### config.mk
export PLATFORM = sky130hd
export DESIGN_NAME = seg_scan_ctrl
export DESIGN_NICKNAME = d
export VERILOG_FILES = /design/src/rtl/seg_scan_ctrl.sv
export SDC_FILE = /design/constraint.sdc
export NUM_CORES = 1
export LEC_CHECK = 0
export BUFFER_PORTS_ARGS = -buffer_cell sky130_fd_sc_hd__buf_2
export CORE_UTILIZATION = 55
export CTS_BUF_LIST = sky130_fd_sc_hd__clkbuf_2 sky130_fd_sc_hd__clkbuf_4 sky130_fd_sc_hd__clkbuf_8
export DETAILED_ROUTE_END_ITERATION = 10
export PLACE_DENSITY = 0.75
export SLEW_MARGIN = 20
export SYNTH_ARGS = -nofsm -noshare
export SYNTH_HDL_FRONTEND = slang
export SYNTH_SLANG_ARGS = --single-unit
### constraint.sdc
create_clock -name clk -period 3.35 [get_ports clk]
set_clock_uncertainty 0.05 [all_clocks]
set_input_delay 0.67 -clock clk [delete_from_list [all_inputs] [get_ports clk]]
set_output_delay 0.67 -clock clk [all_outputs]
set_load 0.005 [all_outputs]
### src/rtl/seg_scan_ctrl.sv
// Time-multiplexed seven-segment scan controller: double-buffered digit store,
// one digit per slot with leading dead-time blanking, registered pin outputs.
module seg_scan_ctrl #(
    parameter int NDIG  = 8,
    parameter int DIV   = 50000,
    parameter int BLANK = 16
) (
    input  logic            clk,
    input  logic            rst,
    input  logic            wr_en,
    input  logic [2:0]      wr_idx,
    input  logic [3:0]      wr_data,
    input  logic            wr_dp,
    input  logic            wr_commit,
    input  logic [NDIG-1:0] en_mask,
    input  logic [6:0]      seg_in,
    output logic [3:0]      digit_out,
    output logic [7:0]      seg_out,
    output logic [NDIG-1:0] an_n,
    output logic            frame_tick,
    output logic            commit_pending
);

    localparam int CW = $clog2(DIV);
    localparam logic [CW-1:0] CNT_MAX = CW'(DIV - 1);
    localparam logic [CW-1:0] BLANK_C = CW'(BLANK);
    localparam logic [2:0]    IDX_MAX = 3'(NDIG - 1);
    localparam logic [3:0]    NDIG_C  = 4'(NDIG);

    typedef enum logic {ST_BLANK, ST_ON} state_t;

    state_t          r_state;
    state_t          w_state_nxt;
    logic [CW-1:0]   r_cnt;
    logic [2:0]      r_idx;
    logic [4:0]      r_shadow [8];
    logic [4:0]      r_active [8];
    logic            r_pending;
    logic [3:0]      r_digit;
    logic [7:0]      r_seg;
    logic [NDIG-1:0] r_an;
    logic            r_tick;

    logic            w_slot_end;
    logic            w_frame_edge;
    logic            w_copy;
    logic [CW-1:0]   w_cnt_nxt;
    logic [2:0]      w_idx_nxt;
    logic [4:0]      w_cur;
    logic [NDIG-1:0] w_sel;
    logic            w_en_bit;
    logic [3:0]      w_digit_nxt;
    logic [7:0]      w_seg_nxt;
    logic [NDIG-1:0] w_an_nxt;
    logic            w_tick_nxt;
    logic            w_pending_nxt;

    always_comb begin
        w_slot_end   = (r_cnt == CNT_MAX);
        w_frame_edge = w_slot_end && (r_idx == IDX_MAX);
        w_copy       = w_frame_edge && r_pending;
        w_cnt_nxt    = w_slot_end ? '0 : r_cnt + 1'b1;
        if (w_frame_edge)
            w_idx_nxt = '0;
        else if (w_slot_end)
            w_idx_nxt = r_idx + 3'd1;
        else
            w_idx_nxt = r_idx;

        w_state_nxt = r_state;
        case (r_state)
            ST_BLANK: if (w_cnt_nxt >= BLANK_C) w_state_nxt = ST_ON;
            ST_ON:    if (w_slot_end) w_state_nxt = ST_BLANK;
            default:  w_state_nxt = ST_BLANK;
        endcase

        // Slot 0 after a copy must show the incoming shadow value, not stale active.
        w_cur    = w_copy ? r_shadow[w_idx_nxt] : r_active[w_idx_nxt];
        w_sel    = NDIG'(1) << w_idx_nxt;
        w_en_bit = |(w_sel & en_mask);

        w_digit_nxt = (w_cnt_nxt == '0) ? w_cur[3:0] : r_digit;
        w_an_nxt    = '1;
        w_seg_nxt   = '0;
        if (w_state_nxt == ST_ON) begin
            w_an_nxt = ~(w_sel & en_mask);
            if (w_en_bit)
                w_seg_nxt = {seg_in, w_cur[4]};
        end

        w_tick_nxt    = (w_cnt_nxt == '0) && (w_idx_nxt == '0);
        w_pending_nxt = w_copy ? wr_commit : (r_pending | wr_commit);
    end

    always_ff @(posedge clk) begin
        if (rst) begin
            r_state   <= ST_BLANK;
            r_cnt     <= '0;
            r_idx     <= '0;
            r_shadow  <= '{default: '0};
            r_active  <= '{default: '0};
            r_pending <= 1'b0;
            r_digit   <= '0;
            r_seg     <= '0;
            r_an      <= '1;
            r_tick    <= 1'b0;
        end else begin
            r_state   <= w_state_nxt;
            r_cnt     <= w_cnt_nxt;
            r_idx     <= w_idx_nxt;
            r_pending <= w_pending_nxt;
            r_digit   <= w_digit_nxt;
            r_seg     <= w_seg_nxt;
            r_an      <= w_an_nxt;
            r_tick    <= w_tick_nxt;
            if (w_copy)
                r_active <= r_shadow;
            if (wr_en && ({1'b0, wr_idx} < NDIG_C))
                r_shadow[wr_idx] <= {wr_dp, wr_data};
        end
    end

    assign digit_out      = r_digit;
    assign seg_out        = r_seg;
    assign an_n           = r_an;
    assign frame_tick     = r_tick;
    assign commit_pending = r_pending;

endmodule
======== Yosys cells after proc, flatten, opt, wreduce, memory -nomap -nowiden ========
Index checks and enable logic that the tools add are counted.
W data, S select, Z words.
word-level totals
  register bits ........................... 122
  bits of input ports ..................... 27
  word-level logic and storage cells ...... 67
cells by class
  add/subtract/negate cells ............... 2
  order comparisons ....................... 4
  eq/ne operators ......................... 2
  shift operators ......................... 1
  muxes and demuxes ....................... 17
  bitwise logic cells ..................... 8
  reduce and logical (&&, ||, !) cells .... 9
operators by type and width
  operator                 count
  $bwmux W40               1
  $bmux W5 S3              2
  $mux W5                  6
  $add A16 B1 Y16 const B  1
  $eq A16 B16 Y1 const B   1
  $ge A16 B5 Y1 const B    1
  $logic_not A16 Y1        1
  $mux W16                 1
  $demux W5 S3             1
  $and A8 B8 Y8            1
  $ge A4 B4 Y1 const B     2
  $not A3 Y4               2
  $not A8 Y8               1
  $reduce_or A8 Y1         1
  $shl A1 B3 Y8 const A    1
  $mux W3                  2
  $logic_and A1 B1 Y1      4
  $lt A4 B1 Y1 const B     1
  $add A3 B1 Y3 const B    1
  $eq A3 B3 Y1 const B     1
  $logic_not A3 Y1         1
  $mux W1                  3
  $not A1 Y1               3
  $reduce_or A3 Y1         1
  3 further kinds          3

======== Longest topological paths before layout ========
  word-level depth ........................ 8
  mapped depth ............................ 11
  depth with buffers taken out ............ 9

======== Worst setup path before layout ========
OpenSTA, ideal clock, no wires.
  kind .................................... reg2reg
  start ................................... register r_cnt[5]
  end ..................................... register r_seg[0], in the netlist seg_out[0]
  setup time .............................. 0.127 ns
  arrival ................................. 2.756 ns
  data required time ...................... 3.173 ns
  path slack .............................. 0.417 ns
  cell stages (with the launch flop) ...... 10
  buffers on the path ..................... 2
  period minus slack after synthesis ...... 2.933 ns
  cell sequence ........................... dfxtp_1 -> buf_2 -> or4b_4 -> nor4_4 -> mux2i_1 -> buf_2 -> mux2_1 -> a22o_1 -> o22ai_4 -> a21oi_1
between the ends
  cells in the longest elaborated chain, start to end .. 8
  elaborated cells between the ends (all ways) .. 25
  classes of those cells .................. add/sub: 1; order compare: 1; eq/ne: 1; shift: 1; mux: 13; bitwise: 4; reduce/logical: 4
RTL lines
  item                                                                     line  source
  start: declaration                                                       34    logic [CW-1:0] r_cnt;
  start signal: assignment                                                 109   r_cnt <= w_cnt_nxt;
  parallel branches: the longest is 8 deep, another holds $add A16 B1 Y16  --
  end signal: assignment                                                   113   r_seg <= w_seg_nxt;
  end: declaration                                                         40    logic [7:0] r_seg;
Parallel ways; which one is timed is not known. The select of a mux whose other input is x is not followed.
A chain may end at the register's enable or synchronous reset.

======== Final worst setup path ========
  start ................................... register r_cnt[5]
  end ..................................... register r_digit[3], in the netlist digit_out[3]
between the ends
  cells in the longest elaborated chain, start to end .. 8
  elaborated cells between the ends (all ways) .. 16
  classes of those cells .................. add/sub: 1; eq/ne: 1; mux: 10; bitwise: 1; reduce/logical: 3
RTL lines
  item                                                   line    source
  $eq A16 B16 Y1                                         59      w_slot_end = (r_cnt == CNT_MAX);
  $mux W3 / $logic_and A1 B1 Y1 (equally long branches)  65, 60
  $mux W3                                                63      if (w_frame_edge)
  $not A3 Y4 (implied by the code)                       78      w_cur = w_copy ? r_shadow[w_idx_nxt] : r_active[w_idx_nxt];
  $bmux W5 S3                                            78
  $mux W5 (implied by the code) (2 in a row)             78
  $mux W5                                                78
  end signal: assignment                                 112     r_digit <= w_digit_nxt;
  end: declaration                                       39      logic [3:0] r_digit;
Parallel ways exist; a longest one is shown, timed or not. The select of a mux whose other input is x is not followed.

==> results list <==
* Outcome: completed
- STA classifies the critical path endpoint as a flip-flop.
* Final Net Count: roughly 670
* Slew Limit Headroom: a little under half
- The tightest min-delay check is of the in -> reg type.
- In the routed layout, each cell is associated on average with a via count of between 5 and 6.
- TritonCTS built the clock tree.
* Highest-count cells in the layout ignoring fill and taps: 122 x dfxtp_1, 93 x nand2_1, 79 x nor2_1
* Grt ovf: 0
- STA classifies the critical path startpoint as a flip-flop.
- Final Core Density: 64.2%
- Number of standard cells after synthesis: 596
- The number of antenna violations at the first check in global routing is 0.
* Number of enable flip-flop cells after synthesis: 0
* Buffers from clock root to sink, at most: 2
- Hold buffer count at CTS: 0
- Fmax: around 320 MHz
- After detailed routing, the total wire length is around 12 mm.
- Clock Latency Late Sink: 0.42 ns
* Internal power: 2.06 mW
- Count of input and output buffers: 48
* Syn avg cell area: ~8.7 um^2
* Count of cell instances traversed by the critical path: 8
* Maximum vdd ir drop: between 0.3 and 0.4 mV
* Estimated wirelength of the detail-placed design: a little under 8 mm
- After clock tree synthesis, the clock-pin slew on the worst setup and hold paths is 0.07 ns.
- First-pass GRT wire length: ~20 mm
* Cells resized by post-CTS repair: 0
* Number of cells on the worst reg-to-reg path: 8
- Pin placement for this block handled ~50 I/O pins.
* Share of the clock period used by the worst path after layout: a little over nine tenths
- Counting both buffers and inverters, the worst setup path holds a total of 1.
- Routed Antenna Nets: 0
- Summed over all nets, the switching power comes to about 0.70 mW.
- Endpoint of the most critical register-to-register path: digit_out[3]$_SDFFE_PP0P_
* Die Y-Extent: around 99 um
- Gr usage total: 25.7%
- The H-tree was split into 4 levels.
- R2R Path Start: r_cnt[5]$_SDFF_PP0_
- Hold Startpoint: en_mask[3]
- Sequential-to-total area share from yosys stat: between 40% and 50%
- The count of pins over their slew limit was 0.
- The clock net in this run drives a total of 122 sinks.
* Arrival time worst endpoint: between 3 and 4 ns
* Worst path required time: 3.58 ns
- Most common cell after layout, fill and taps aside: dfxtp_1
- Hold Path Stages: 2
- The area growth from synthesis to layout is 13.6%.
* Routed wire length per instance: between 15 and 20 um
- Share of flip-flops with an asynchronous set or reset after synthesis: 0%
* Setup repair after global routing missed its margin: false
* Gp weighted congestion: between 0.8 and 0.9
- Number of global-route vias before repair: 4,002
- The first routing iteration left 298 violations.
- Sink of the worst hold path: an_n[3]$_SDFF_PP1_
* Synthesized area: just over 0.005 mm^2
* Share of layout cells above drive strength 1: approximately 17%
- Post-CTS repair timing setup buffer count: 0
- Top delay family on crit path: simple AND/OR/NAND/NOR gates
- ANT cells: 0
* Flip-flop cell with the highest count after synthesis: dfxtp_1
- Die Area: between 0.009 and 0.01 mm^2
- In this run switching power makes up 25.5% of total power.
- The floorplan step set the die width to between 90 and 100 um.
* Worst path cell trace: or4b_4 -> nor4_4 -> buf_4 -> mux2_2 -> a221o_1 -> a221oi_1 -> o311a_1 -> nor3_1
- In this run, distinct cell masters in the synthesized netlist total 50.
* Reported max-cap violation count: 0
* Sequential share of power: around 54%
* Pin count of the biggest net entering global routing: 67
* Number of placement rows: 35
* CTS Buf Count: 17
- Flip-flop and latch count after synthesis: about 120
- Part of the power in combinational logic: approximately 4%
- Final count of hold timing violations: 0
* Maximum fanout along the worst path: 17
- Setup violators final: 0
- Initial Utilization: roughly 57%
- Relative contribution of the clock network to total power: approximately 42%
- The Yosys step of the flow raised 0 warnings.
* Core area: approximately 0.009 mm^2
* 1st-pass router iterations: 5
- Post-Syn Nets: approximately 630
- Cell with the biggest individual delay on the critical path: or4b_4
- Worst setup path category: reg -> reg
- Register-to-register setup slack: 0.19 ns
- Post-detailed-route DRC marker count: 0
- After layout, the minimum clock period comes to roughly 3.2 ns.
* Detailed-route via count: approximately 4,400
* LEAKAGE: 2.32 nW
- Power per unit of standard cell area: roughly 470 mW/mm^2
- Biggest cell delay along the critical path: approximately 0.58 ns
- At the pin with the least slew margin, the transition time is around 0.81 ns.
* Root buffer cell: clkbuf_8
- Sum of negative setup slack: 0 ns
flip-flops by register name, indices dropped and copies added (netlist names):
name,flops
r_idx,3
seg_out,8
r_active,40
r_shadow,40
commit_pending,1
an_n,8
r_state,1
frame_tick,1
digit_out,4
r_cnt,16
per-stage QoR:
stage | power, mW | hold WS [ns] | worst slack (ns) | area, um^2 | cells
6_report | 2.76 | 0.389 | 0.195 | 5910 | 760
5_1_grt | 2.87 | 0.369 | 0.0320 | 5910 | 760
4_1_cts | 2.79 | 0.373 | 0.232 | 5910 | 760
3_5_place_dp | 1.62 | 0.394 | 0.251 | 5550 | 728
3_3_place_gp | 1.62 | 0.389 | 0.308 | 5550 | 728
2_1_floorplan | 1.58 | 0.382 | 0.417 | 5200 | 596
worst max-delay path by stage:
stage                                    from                        end
after floorplan           r_cnt[5]$_SDFF_PP0_      seg_out[0]$_SDFF_PP0_
after global placement    r_cnt[5]$_SDFF_PP0_      seg_out[0]$_SDFF_PP0_
after detailed placement  r_cnt[5]$_SDFF_PP0_      seg_out[3]$_SDFF_PP0_
after CTS                 r_cnt[5]$_SDFF_PP0_      seg_out[5]$_SDFF_PP0_
after global routing      r_cnt[0]$_SDFF_PP0_      seg_out[5]$_SDFF_PP0_
final                     r_cnt[5]$_SDFF_PP0_  digit_out[3]$_SDFFE_PP0P_
power groups by stage:
stage / registers (mW) / clock network [mW] / logic [mW]
floorplan: 1.51 / 0 / 0.0747
global placement: 1.51 / 0 / 0.107
detailed placement: 1.51 / 0 / 0.110
CTS: 1.48 / 1.20 / 0.110
global route: 1.48 / 1.27 / 0.122
finish: 1.48 / 1.17 / 0.111
cells in the mapped netlist, types with 10 or more instances:
cell type,count,area share (%)
a221oi_1,10,1.7
nand4_1,13,1.6
nor3_1,10,0.96
a21oi_1,47,4.5
a22oi_1,12,1.7
clkbuf_1,36,2.6
inv_1,12,0.87
nand2_1,93,6.7
dfxtp_1,122,47
nand3_1,14,1.3
nor2_1,79,5.7
mux2i_1,43,8.3
cells by family after synthesis:
logic type      share of synthesized area [%]
fa+ha+maj                               0.963
flops                                    47.0
compound gates                           13.4
buf+inv                                  4.21
mux                                      9.80
simple gates                             22.3
xor+xnor                                 2.36
final cells by class:
cell class	count	area, um^2
Fill cell	725	3290
Clock buffer	18	248
Multi-Input combinational cell	418	2540
Clock inverter	14	111
Inverter	12	45.0
Timing Repair Buffer	65	380
Tap cell	111	139
Sequential cell	122	2440
routing by layer:
metal  GRT usage [%]  routed length [um]  vias to the layer above
li1                -                   -                     2144
met1            33.9                5500                     2007
met2            41.3                5500                      175
met3            6.11                 704                       30
met4            8.82                 215                        0
met5               0                   0                        -
(Power assumes the default switching activity.)
